`src/rtl/mux_2to1_rr_d_if.sv`:
```
// Handshake bundle for the 2-to-1 stream merge: two producer channels and one
// registered output channel.
interface mux_2to1_rr_d_if #(
  parameter int unsigned width = 32
);
  logic [width-1:0] i0;
  logic             i0_valid;
  logic             i0_ready;
  logic [width-1:0] i1;
  logic             i1_valid;
  logic             i1_ready;
  logic [width-1:0] o;
  logic             o_src;
  logic             o_valid;
  logic             o_ready;

  modport master (
    output i0, i0_valid, i1, i1_valid, o_ready,
    input  i0_ready, i1_ready, o, o_src, o_valid
  );

  modport slave (
    input  i0, i0_valid, i1, i1_valid, o_ready,
    output i0_ready, i1_ready, o, o_src, o_valid
  );
endinterface

```
`src/rtl/mux_2to1_rr_d.sv`:
```
// Registered 2-to-1 stream merge with round-robin or forced arbitration.
// The output slot is a single register; o_src tags the producing channel.
module mux_2to1_rr_d #(
  parameter int unsigned width = 32
) (
  input  logic           clk,
  input  logic           rst_n,
  input  logic           force_en,
  input  logic           force_sel,
  mux_2to1_rr_d_if.slave bus
);

  typedef enum logic {
    S_EMPTY = 1'b0,
    S_FULL  = 1'b1
  } state_e;

  state_e           state_q, state_d;
  logic [width-1:0] data_q, data_d;
  logic             src_q, src_d;
  logic             prio_q, prio_d;

  logic can_load;
  logic grant0, grant1;
  logic ready0, ready1;

  // Slot register, priority pointer and captured word.
  always_ff @(posedge clk) begin
    if (!rst_n) begin
      state_q <= S_EMPTY;
      data_q  <= '0;
      src_q   <= 1'b0;
      prio_q  <= 1'b0;
    end else begin
      state_q <= state_d;
      data_q  <= data_d;
      src_q   <= src_d;
      prio_q  <= prio_d;
    end
  end

  // Arbitration, same-cycle readies and slot next-state.
  always_comb begin
    state_d  = state_q;
    data_d   = data_q;
    src_d    = src_q;
    prio_d   = prio_q;
    grant0   = 1'b0;
    grant1   = 1'b0;
    can_load = (state_q == S_EMPTY) | bus.o_ready;

    if (force_en) begin
      grant0 = !force_sel & bus.i0_valid;
      grant1 =  force_sel & bus.i1_valid;
    end else if (bus.i0_valid && bus.i1_valid) begin
      grant0 = !prio_q;
      grant1 =  prio_q;
    end else begin
      grant0 = bus.i0_valid;
      grant1 = bus.i1_valid;
    end

    ready0 = can_load & grant0 & rst_n;
    ready1 = can_load & grant1 & rst_n;

    if (ready0 || ready1) begin
      state_d = S_FULL;
      data_d  = ready1 ? bus.i1 : bus.i0;
      src_d   = ready1;
      prio_d  = !ready1;
    end else if ((state_q == S_FULL) && bus.o_ready) begin
      state_d = S_EMPTY;
    end
  end

  assign bus.i0_ready = ready0;
  assign bus.i1_ready = ready1;
  assign bus.o        = data_q;
  assign bus.o_src    = src_q;
  assign bus.o_valid  = (state_q == S_FULL);

endmodule

```
`src/flat_wrapper.sv`:
```
// flat-port wrapper written by rule: the top's interface ports become plain ports
module mux_2to1_rr_d_flat 
#(
  parameter int unsigned width = 32
)
  (clk, rst_n, force_en, force_sel, bus_i0, bus_i0_valid, bus_i1, bus_i1_valid, bus_o_ready, bus_i0_ready, bus_i1_ready, bus_o, bus_o_src, bus_o_valid);
  mux_2to1_rr_d_if #(.width(width)) bus_i ();
  input  logic clk;
  input  logic rst_n;
  input  logic force_en;
  input  logic force_sel;
  input wire logic [$bits(bus_i.i0)-1:0] bus_i0;
  input wire logic [$bits(bus_i.i0_valid)-1:0] bus_i0_valid;
  input wire logic [$bits(bus_i.i1)-1:0] bus_i1;
  input wire logic [$bits(bus_i.i1_valid)-1:0] bus_i1_valid;
  input wire logic [$bits(bus_i.o_ready)-1:0] bus_o_ready;
  output wire logic [$bits(bus_i.i0_ready)-1:0] bus_i0_ready;
  output wire logic [$bits(bus_i.i1_ready)-1:0] bus_i1_ready;
  output wire logic [$bits(bus_i.o)-1:0] bus_o;
  output wire logic [$bits(bus_i.o_src)-1:0] bus_o_src;
  output wire logic [$bits(bus_i.o_valid)-1:0] bus_o_valid;
  assign bus_i.i0 = bus_i0;
  assign bus_i.i0_valid = bus_i0_valid;
  assign bus_i.i1 = bus_i1;
  assign bus_i.i1_valid = bus_i1_valid;
  assign bus_i.o_ready = bus_o_ready;
  assign bus_i0_ready = bus_i.i0_ready;
  assign bus_i1_ready = bus_i.i1_ready;
  assign bus_o = bus_i.o;
  assign bus_o_src = bus_i.o_src;
  assign bus_o_valid = bus_i.o_valid;
  mux_2to1_rr_d #(.width(width)) u_core (.clk(clk), .rst_n(rst_n), .force_en(force_en), .force_sel(force_sel), .bus(bus_i));
endmodule
```
`config.mk`:
```
export PLATFORM = sky130hd
export DESIGN_NAME = mux_2to1_rr_d_flat
export DESIGN_NICKNAME = d
export VERILOG_FILES = /design/src/rtl/mux_2to1_rr_d_if.sv /design/src/rtl/mux_2to1_rr_d.sv /design/src/flat_wrapper.sv
export SDC_FILE = /design/constraint.sdc
export NUM_CORES = 1
export LEC_CHECK = 0
export BUFFER_PORTS_ARGS = -buffer_cell sky130_fd_sc_hd__buf_2
export CORE_MARGIN = 2
export CORE_UTILIZATION = 42
export CTS_BUF_LIST = sky130_fd_sc_hd__clkbuf_16
export DETAILED_ROUTE_END_ITERATION = 6
export GPL_TIMING_DRIVEN = 1
export PLACE_DENSITY = 0.84
export SLEW_MARGIN = 20
export SYNTH_ARGS = -nofsm -noshare
export SYNTH_HDL_FRONTEND = slang
export SYNTH_SLANG_ARGS = --single-unit
```
`constraint.sdc`:
```
create_clock -name clk -period 1.8 [get_ports clk]
set_input_delay 0.27 -clock clk [delete_from_list [all_inputs] [get_ports clk]]
set_output_delay 0.27 -clock clk [all_outputs]
set_load 0.05 [all_outputs]
```
==> results.toml <==
[route]
drc = 0
routed_via_density = 5.100
drtPass1Iterations = 4
vias = 1637
first_iter_violations = 66
wire_per_inst_um = 13.43
ant_nets = 0
routed_wl_um = 4310

[worst_hold_path]
hold_class = "in -> reg"
hp-start = "bus_i1[20]"

[worst_setup_path]
end_kind = "primary output"
critPathArrivalTime_ns = 1.47
path_cells = "nor2b_4, nor4_4, buf_6, clkbuf_4"
cp-start-kind = "flip-flop"
critPathSlowestCell = "dfxtp_4"
critical_path.startpoint = "u_core.bus.o_valid$_SDFFE_PN0P_"
critPathRequiredTime_ns = 1.53
r2r-start = "u_core.bus.o_valid$_SDFFE_PN0P_"
worstSetupPathType = "reg -> out"
slowest_delay_ns = 0.34
cp_max_fo = 7

[place]
port_buffers = 106
dp_hpwl_um = 3071
placed_cell_area_mm2 = 0.002226
place.gp.congestion = 0.7733

[sta]
fmax_ghz = 0.5752
setup_violations = 0
clock_skew_ns = 0.004309
relSlewSlack = 0.7521
hold_slack_ns = 0.2708
finalHoldViolations = 0
maxSlewViolCount = 0
rsz0062_at_grt = "false"
fin_crit_ns = 1.738
tightestPinTransition_ns = 0.3719
setup_tns_ns = 0
fin_crit_sh = 0.9658

[floorplanning]
die_y_um = 67.84
pin_count = 107
die_area_mm2 = 0.004602
core_area_mm2 = 0.003971
start_util = 0.4310
die_w_um = 67.84
rows = 23

[run_status]
status = "complete, no violations"

[grt]
grt_pass1_vias = 1581
grt_remaining_overflow = 0
antenna_found_initial = 0
grt_max_degree = 35
grt_pass1_wl_um = 6789
grt.total_usage = 0.1931

[synth]
synth_top_area_share = 0.4094
syn-cell-area_mm2 = 0.001712
ys_warn_count = 0
synth_edf_count = 0
synth_cell_types = 23
yosys.area.top_type = "dfxtp_1"
ys_ff_latch = 35
ys_seq_area_frac = 0.4094
syn_nets = 239
syn_inst = 168
ys.flop_type = "dfxtp_1"
synthTopCellsByArea = "dfxtp_1 (41%), mux2i_1 (19%), o31ai_1 (14%), a21oi_1 (9.6%), buf_12 (3.5%)"
syn_avg_cell_area_um2 = 10.19
synthArstFlopShare = 0

[finish]
fillers = 351
seq_area_um2 = 704.4
multi_input_area_um2 = 840.8
drive_above_1_share = 0.4723
diodes = 0
final_cell_mix = "buf_2 (104), dfxtp_1 (34), a21oi_1 (33)"
final_common_cell = "buf_2"
utilization = 0.5974
stdcell_area_mm2 = 0.002372
syn2layout_area_growth_pct = 38.60
finalNetCount = 341

[power]
p_leak_nw = 1.088
peakVddDrop_mv = 0.5831
pwr_density_cell_mw_per_mm2 = 965.4
power_w = 0.002290

[cts]
cts_max_path_buffers = 2
htreeDepth = 2
cts_sinks = 35
clk_pin_slew_ns = 0.05
cts_root_buf = "clkbuf_16"
cts_tree = "built"
clk_latency_ns = 0.27
cts.hold.buffers_added = 0
cts_made_buffers = 5

[flow_run]
cap_violations = 0
critical path, delay by kind of cell (launching register included):
| kind | cells | cell delay, ns |
|---|---|---|
| AND/OR/NAND/NOR | 2 | 0.44 |
| buffers and inverters | 2 | 0.43 |
| flip-flops | 1 | 0.34 |
cell usage after synthesis (all sizes together) (3+ instances only):
library cell	count
inv	3
buf	11
clkbuf	8
dfxtp	35
o31ai	32
a21oi	34
mux2i	32
nor2	3
final timing paths:
kind	endpoint	slack (ns)	cells after the start
max	bus_i0_ready	0.06	4
min reg2reg	u_core.bus.o_src$_SDFFE_PN0P_	0.50	2
max reg2reg	u_core.bus.o[21]$_SDFFE_PN0P_	0.19	5
min	u_core.bus.o[20]$_SDFFE_PN0P_	0.27	3
power breakdown:
group | internal (W) | switching, W
sequential | 0.000842 | 0.0000307
combinational | 0.000204 | 0.000417
clock | 0.000499 | 0.000298
final cells by class:
type,count,area share
Multi-Input combinational cell,111,0.3544
Sequential cell,35,0.2969
Timing Repair Buffer,114,0.2579
Clock buffer,5,0.05274
Tap cell,50,0.02637
Inverter,3,0.006329
Clock inverter,3,0.005274
per-stage QoR:
| stage | setup WS, ns | instances |
|---|---|---|
| detailed placement | 0.1012 | 313 |
| finish | 0.06161 | 321 |
| global route | 0.001162 | 321 |
| floorplan | 0.02309 | 168 |
| CTS | 0.005330 | 321 |
| global placement | 0.1671 | 313 |
per-layer routing:
metal	part of all wire	up-vias	GRT usage	wire length [um]
met5	0	-	0	0
met2	0.54	50	0.3640	2339
li1	-	831	-	-
met1	0.39	754	0.2193	1698
met4	0.0074	0	0.06000	32
met3	0.056	2	0.03454	240
repair_timing:
item	in CTS	in global routing
setup buffers	0	0
endpoints found under the setup margin	0	2
gates resized for setup	0	3
state kept, by name (all words and copies together), names as in the netlist:
signal              count
u_core.bus.o_valid      1
u_core.prio_q           1
u_core.bus.o_src        1
u_core.bus.o           32
kinds of logic after synthesis:
family | after synthesis | share of synthesized area
simple gates | 10 | 0.04459
buf+inv | 22 | 0.1023
compound gates | 69 | 0.2566
mux | 32 | 0.1871
flops | 35 | 0.4094
No activity file was read; power rests on OpenSTA's default activity.
